==> config.mk <==
export PLATFORM = sky130hd
export DESIGN_NAME = sprite_motion_engine_flat
export DESIGN_NICKNAME = d
export VERILOG_FILES = /design/src/rtl/sprite_motion_engine_if.sv /design/src/rtl/sprite_motion_engine.sv /design/src/flat_wrapper.sv
export SDC_FILE = /design/constraint.sdc
export NUM_CORES = 1
export LEC_CHECK = 0
export ABC_AREA = 1
export CELL_PAD_IN_SITES_DETAIL_PLACEMENT = 2
export CELL_PAD_IN_SITES_GLOBAL_PLACEMENT = 2
export CORE_MARGIN = 3
export CORE_UTILIZATION = 26
export DETAILED_ROUTE_END_ITERATION = 10
export PLACE_DENSITY_LB_ADDON = 0.1
export SYNTH_ARGS = -nofsm -noshare
export SYNTH_HDL_FRONTEND = slang
export SYNTH_SLANG_ARGS = --single-unit
==> constraint.sdc <==
create_clock -name clk -period 2.5 [get_ports clk]
set_input_delay 0.5 -clock clk [delete_from_list [all_inputs] [get_ports clk]]
set_output_delay 0.5 -clock clk [all_outputs]
set_load 0.05 [all_outputs]
==> src/rtl/sprite_motion_engine_if.sv <==
// Game-master sprite load bus: one-cycle write strobe with initial position and per-move velocity.
interface sprite_motion_engine_if #(
  parameter int unsigned COORD_W = 11,
  parameter int unsigned DV_W    = 4
);
  logic                      sprite_write;
  logic signed [COORD_W-1:0] write_x;
  logic signed [COORD_W-1:0] write_y;
  logic signed [DV_W-1:0]    write_dx;
  logic signed [DV_W-1:0]    write_dy;

  modport master (output sprite_write, write_x, write_y, write_dx, write_dy);
  modport slave  (input  sprite_write, write_x, write_y, write_dx, write_dy);
endinterface

==> src/rtl/sprite_motion_engine.sv <==
// Per-sprite position/motion engine: loads from the game master, steps once every MOVE_DIV
// frame ticks, reports on-screen visibility and a registered per-pixel hit.
module sprite_motion_engine #(
  parameter int unsigned SCREEN_W = 640,
  parameter int unsigned SCREEN_H = 480,
  parameter int unsigned SPRITE_W = 8,
  parameter int unsigned SPRITE_H = 8,
  parameter int unsigned COORD_W  = 11,
  parameter int unsigned DV_W     = 4,
  parameter int unsigned MOVE_DIV = 2
) (
  input  logic                      clk,
  input  logic                      reset,
  sprite_motion_engine_if.slave     wr_if,
  input  logic                      frame_tick,
  input  logic [COORD_W-1:0]        pixel_x,
  input  logic [COORD_W-1:0]        pixel_y,
  output logic signed [COORD_W-1:0] sprite_x,
  output logic signed [COORD_W-1:0] sprite_y,
  output logic                      sprite_within_screen,
  output logic                      sprite_hit
);

  localparam int unsigned CNT_W = (MOVE_DIV > 1) ? $clog2(MOVE_DIV) : 1;
  localparam int unsigned EXT_W = COORD_W + 1;
  localparam int unsigned PAD_W = COORD_W - DV_W;

  localparam logic [CNT_W-1:0]         CNT_LAST = CNT_W'(MOVE_DIV - 1);
  localparam logic signed [COORD_W-1:0] X_MIN   = COORD_W'(0) - COORD_W'(SPRITE_W);
  localparam logic signed [COORD_W-1:0] Y_MIN   = COORD_W'(0) - COORD_W'(SPRITE_H);
  localparam logic signed [COORD_W-1:0] X_LIM   = COORD_W'(SCREEN_W);
  localparam logic signed [COORD_W-1:0] Y_LIM   = COORD_W'(SCREEN_H);
  localparam logic [EXT_W-1:0]          X_SPAN  = EXT_W'(SPRITE_W - 1);
  localparam logic [EXT_W-1:0]          Y_SPAN  = EXT_W'(SPRITE_H - 1);

  typedef enum logic [1:0] {
    ST_IDLE,
    ST_ACTIVE,
    ST_EXITED
  } state_e;

  state_e                    state_q;
  logic signed [COORD_W-1:0] x_q;
  logic signed [COORD_W-1:0] y_q;
  logic signed [DV_W-1:0]    dx_q;
  logic signed [DV_W-1:0]    dy_q;
  logic [CNT_W-1:0]          cnt_q;
  logic                      within_q;
  logic                      hit_q;

  logic                      vis_c;
  logic                      in_box_c;
  logic signed [COORD_W-1:0] x_step_c;
  logic signed [COORD_W-1:0] y_step_c;
  logic signed [EXT_W-1:0]   px_c;
  logic signed [EXT_W-1:0]   py_c;
  logic signed [EXT_W-1:0]   x0_c;
  logic signed [EXT_W-1:0]   y0_c;
  logic signed [EXT_W-1:0]   x1_c;
  logic signed [EXT_W-1:0]   y1_c;

  // Visibility, next step position and beam-inside-sprite test from the current registers.
  always_comb begin
    vis_c    = (x_q > X_MIN) && (x_q < X_LIM) && (y_q > Y_MIN) && (y_q < Y_LIM);
    x_step_c = $signed(x_q + {{PAD_W{dx_q[DV_W-1]}}, dx_q});
    y_step_c = $signed(y_q + {{PAD_W{dy_q[DV_W-1]}}, dy_q});
    // One extra bit keeps the far sprite edge from wrapping near the top of the range.
    px_c     = $signed({pixel_x[COORD_W-1], pixel_x});
    py_c     = $signed({pixel_y[COORD_W-1], pixel_y});
    x0_c     = $signed({x_q[COORD_W-1], x_q});
    y0_c     = $signed({y_q[COORD_W-1], y_q});
    x1_c     = $signed(x0_c + X_SPAN);
    y1_c     = $signed(y0_c + Y_SPAN);
    in_box_c = (px_c >= x0_c) && (px_c <= x1_c) && (py_c >= y0_c) && (py_c <= y1_c);
  end

  always_ff @(posedge clk or posedge reset) begin
    if (reset) begin
      state_q  <= ST_IDLE;
      x_q      <= '0;
      y_q      <= '0;
      dx_q     <= '0;
      dy_q     <= '0;
      cnt_q    <= '0;
      within_q <= 1'b0;
      hit_q    <= 1'b0;
    end else begin
      within_q <= (state_q == ST_ACTIVE) && vis_c;
      hit_q    <= (state_q == ST_ACTIVE) && in_box_c;

      // A load wins over everything, including a coincident frame tick.
      if (wr_if.sprite_write) begin
        x_q     <= wr_if.write_x;
        y_q     <= wr_if.write_y;
        dx_q    <= wr_if.write_dx;
        dy_q    <= wr_if.write_dy;
        cnt_q   <= '0;
        state_q <= ST_ACTIVE;
      end else if (state_q == ST_ACTIVE) begin
        if (!vis_c) begin
          state_q <= ST_EXITED;
        end else if (frame_tick) begin
          if (cnt_q == CNT_LAST) begin
            cnt_q <= '0;
            x_q   <= x_step_c;
            y_q   <= y_step_c;
          end else begin
            cnt_q <= cnt_q + CNT_W'(1);
          end
        end
      end
    end
  end

  assign sprite_x             = x_q;
  assign sprite_y             = y_q;
  assign sprite_within_screen = within_q;
  assign sprite_hit           = hit_q;

endmodule

==> src/flat_wrapper.sv <==
// flat-port wrapper written by rule: the top's interface ports become plain ports
module sprite_motion_engine_flat 
#(
  parameter int unsigned SCREEN_W = 640,
  parameter int unsigned SCREEN_H = 480,
  parameter int unsigned SPRITE_W = 8,
  parameter int unsigned SPRITE_H = 8,
  parameter int unsigned COORD_W  = 11,
  parameter int unsigned DV_W     = 4,
  parameter int unsigned MOVE_DIV = 2
)
  (clk, reset, frame_tick, pixel_x, pixel_y, sprite_x, sprite_y, sprite_within_screen, sprite_hit, wr_if_sprite_write, wr_if_write_x, wr_if_write_y, wr_if_write_dx, wr_if_write_dy);
  sprite_motion_engine_if #(.COORD_W(COORD_W), .DV_W(DV_W)) wr_if_i ();
  input  logic clk;
  input  logic reset;
  input  logic frame_tick;
  input  logic [COORD_W-1:0] pixel_x;
  input  logic [COORD_W-1:0] pixel_y;
  output logic signed [COORD_W-1:0] sprite_x;
  output logic signed [COORD_W-1:0] sprite_y;
  output logic sprite_within_screen;
  output logic sprite_hit;
  input wire logic [$bits(wr_if_i.sprite_write)-1:0] wr_if_sprite_write;
  input wire logic [$bits(wr_if_i.write_x)-1:0] wr_if_write_x;
  input wire logic [$bits(wr_if_i.write_y)-1:0] wr_if_write_y;
  input wire logic [$bits(wr_if_i.write_dx)-1:0] wr_if_write_dx;
  input wire logic [$bits(wr_if_i.write_dy)-1:0] wr_if_write_dy;
  assign wr_if_i.sprite_write = wr_if_sprite_write;
  assign wr_if_i.write_x = wr_if_write_x;
  assign wr_if_i.write_y = wr_if_write_y;
  assign wr_if_i.write_dx = wr_if_write_dx;
  assign wr_if_i.write_dy = wr_if_write_dy;
  sprite_motion_engine #(.SCREEN_W(SCREEN_W), .SCREEN_H(SCREEN_H), .SPRITE_W(SPRITE_W), .SPRITE_H(SPRITE_H), .COORD_W(COORD_W), .DV_W(DV_W), .MOVE_DIV(MOVE_DIV)) u_core (.clk(clk), .reset(reset), .wr_if(wr_if_i), .frame_tick(frame_tick), .pixel_x(pixel_x), .pixel_y(pixel_y), .sprite_x(sprite_x), .sprite_y(sprite_y), .sprite_within_screen(sprite_within_screen), .sprite_hit(sprite_hit));
endmodule
==> flow_summary.ini <==
[critical_path]
crit_chain = inv_2, ha_4, a21oi_4, nand3_4, nor2_4, nand3_2, xor2_1, inv_1, ha_1, nand2_1, inv_2, nand2_4, nor2_4, nand2_2, nand3_2, nand2_1, nand3_1, nand3_1, nor2_1
max_stage_delay_ns = 0.38
critPathKind = reg2reg
timing.critical_path.buf_inv = 3
cp.required_ns = 2.73
endpoint_kind = flop
startpoint_type = flop
critPathTopFamily = simple AND/OR/NAND/NOR gates
critical_path_peak_fanout = 3
cp.arrival_ns = 2.62
cp_slowest_cell = dfrtp_2

[yosys]
synth_top_family_by_area = simple AND/OR/NAND/NOR gates
synth_seq_cells = 35
synth_fa_ha_area_share_pct = 21.16
synth_mux_area_share_pct = 0
synth_cell_types = 32
synthCells = 665
synth_simple_gate_area_share_pct = 35.94
synthXorXnorAreaFrac_pct = 4.655
synth_top_cell_area_share_pct = 20.24
netlist_area_um2 = 4328
synth-compound-area-share_pct = 8.644
synthesis.nets = 793
synth.avg_cell_area_um2 = 6.508
ys_warn_count = 0
synth_top_area_cell = dfrtp_1
ys_seq_area_share_pct = 20.24
synth_area_leaders = dfrtp_1, ha_1, nand2_1

[pwr]
powerDensity_nw_per_um2 = 664.9
internal_power_mw = 1.924
leakagePower_nw = 2.982
switchingPower_mw = 1.903
sequentialPowerShare_pct = 21.0
clkPwrFrac_pct = 16.3
p_sw_share_pct = 49.73
ir_worst_vdd_mv = 0.2356
power_frac_comb_pct = 62.7
power_mw = 3.827

[die]
die_area_um2 = 18230
fp-row-count = 46
die_h_um = 135.0
pin_count = 80
die_x_um = 135.0
start_util_pct = 26.86
fp.coreArea_um2 = 16120

[layout]
fin_nets = 892
diodes = 0
final_layout_size_suffix_gt1_share_pct = 9.567
layout_commonest_cell = nand2_1
layout_common_cells = nand2_1, inv_1, clkdlybuf4s50_1
fin_area_um2 = 5756
syn2layout_area_growth_pct = 32.99
finish.utilization_pct = 35.71

[sta]
finalMaxSlewViolations = 0
finalHoldViolations = 0
slew_headroom_pct = 62.16
grt_setup_unrepaired = yes
clock.fmax_mhz = 417.8
period_needed_ns = 2.394
finalSetupViolCount = 0
post-route-period-util_pct = 95.74
worst_pin_slew_ns = 0.5658
skew_ns = 0.004724

[clocking]
htree_levels = 2
hold_buffers = 0
cts_buffers = 5
clock-sinks = 35
cts_tree = yes
cts_max_path_buffers = 2
cts_root_buffer = clkbuf_16
clkLatencyLatePin_ns = 0.29
clk_pin_slew_ns = 0.06

[grt]
gr-total-overflow = 0
grt_pass1_vias = 5152
grt_max_degree = 38
grtUsageTotal_pct = 18.90
antenna_found_initial = 0
grt_pass1_wl_um = 27210

[placement]
place_area_um2 = 5505
dpl.hpwl_um = 14070
gp_congestion = 0.8657
numPortBuffers = 79

[drt]
viasPerCell = 4.764
first_iter_violations = 121
dr_total_vias = 4664
drc = 0
antenna_left = 0
drt_first_pass_iters = 4
wl_per_cell_um = 17.10
drt-total-wl_um = 16740

[hold_path]
holdCritPathClass = reg2reg

[job]
maxCapViolCount = 0

[status]
status = finished, final reports clean
## area by class of cell
| class | instances | area [um2] |
|---|---|---|
| repair buffers | 102 | 975.9 |
| inverters | 92 | 345.3 |
| well taps | 216 | 270.3 |
| multi-input cells | 528 | 3151 |
| clock buffers | 6 | 128.9 |
| flip-flops and latches | 35 | 884.6 |
| fillers | 1936 | 10360 |
## tightest hold or removal path, delay by kind of cell (launching register included)
family,cells,cell delay (ns)
simple gates,2,0.11
flops,1,0.35
## power by group through the flow
stage,Sequential (mW),Clock (mW),Combinational [mW]
after floorplan,1.04,0,1.25
after global placement,0.810,0,2.24
after detailed placement,0.815,0,2.35
after CTS,0.805,0.652,2.37
after global routing,0.821,0.667,2.72
final,0.804,0.623,2.40
## routing by layer
metal	vias up	wire, um	global-route usage, %
li1	2338	-	-
met1	2261	8501	26.89
met2	55	7607	30.49
met3	10	438	2.571
met4	0	193	4.423
met5	-	0	0
## cells by family (layout without fill, tap and decap cells)
logic type | after synthesis | after routing
buf+inv | 102 | 200
fa+ha+maj | 72 | 72
simple gates | 363 | 363
compound gates | 70 | 70
flops | 35 | 35
xor+xnor | 23 | 23
## per-stage QoR
stage | cells | hold WS (ns) | worst slack [ns] | setup TNS, ns
2_1_floorplan | 665 | 0.4280 | 0.01148 | 0
4_1_cts | 973 | 0.4871 | 0.003702 | 0
5_1_grt | 979 | 0.5281 | -0.1100 | -0.1100
3_5_place_dp | 967 | 0.4717 | -0.03063 | -0.03063
6_report | 979 | 0.4835 | 0.1065 | 0
3_3_place_gp | 967 | 0.4546 | 0.1155 | 0
## sequential cells by signal (all words and copies together), names as in the netlist
| name | count |
|---|---|
| u_core.sprite_y | 11 |
| u_core.cnt_q | 1 |
| u_core.sprite_within_screen | 1 |
| u_core.dx_q | 4 |
| u_core.dy_q | 4 |
| u_core.sprite_hit | 1 |
| u_core.state_q | 2 |
| u_core.sprite_x | 11 |
## cell usage after synthesis, drive strengths merged
library cell  instances
o211ai                1
a21o                  4
nor3b                 1
nand3                57
buf                   3
xor2                 20
o21ai                31
a31oi                 1
nand4                16
xnor2                 3
inv                  92
o31ai                 1
o21bai                2
nand2               227
and2                  1
dfrtp                35
ha                   70
nand3b                2
o21a                  1
clkbuf                7
a21oi                29
nor2                 49
nor3                  3
fa                    2
or2                   7
## path summary, 6_finish.rpt
kind	slack [ns]	startpoint	to	cells after the start
max	0.11	u_core.sprite_y[1]$_DFFE_PP0P_	u_core.sprite_hit$_DFF_PP0_	19
min	0.48	u_core.dx_q[2]$_DFFE_PP0P_	u_core.dx_q[2]$_DFFE_PP0P_	2
max reg2reg	0.11	u_core.sprite_y[1]$_DFFE_PP0P_	u_core.sprite_hit$_DFF_PP0_	19
min reg2reg	0.48	u_core.dx_q[2]$_DFFE_PP0P_	u_core.dx_q[2]$_DFFE_PP0P_	2
max in group asynchronous	1.46	reset	u_core.sprite_x[1]$_DFFE_PP0P_	3
min in group asynchronous	0.65	reset	u_core.sprite_hit$_DFF_PP0_	3
## timing repair
action / CTS / global route
buffers inserted: 0 / 6
resized for setup: 2 / 18
pin swaps: 0 / 14
endpoints found under the setup margin: 1 / 1
hold endpoints to repair: 0 / 0
Power figures use the tool's default switching activity.
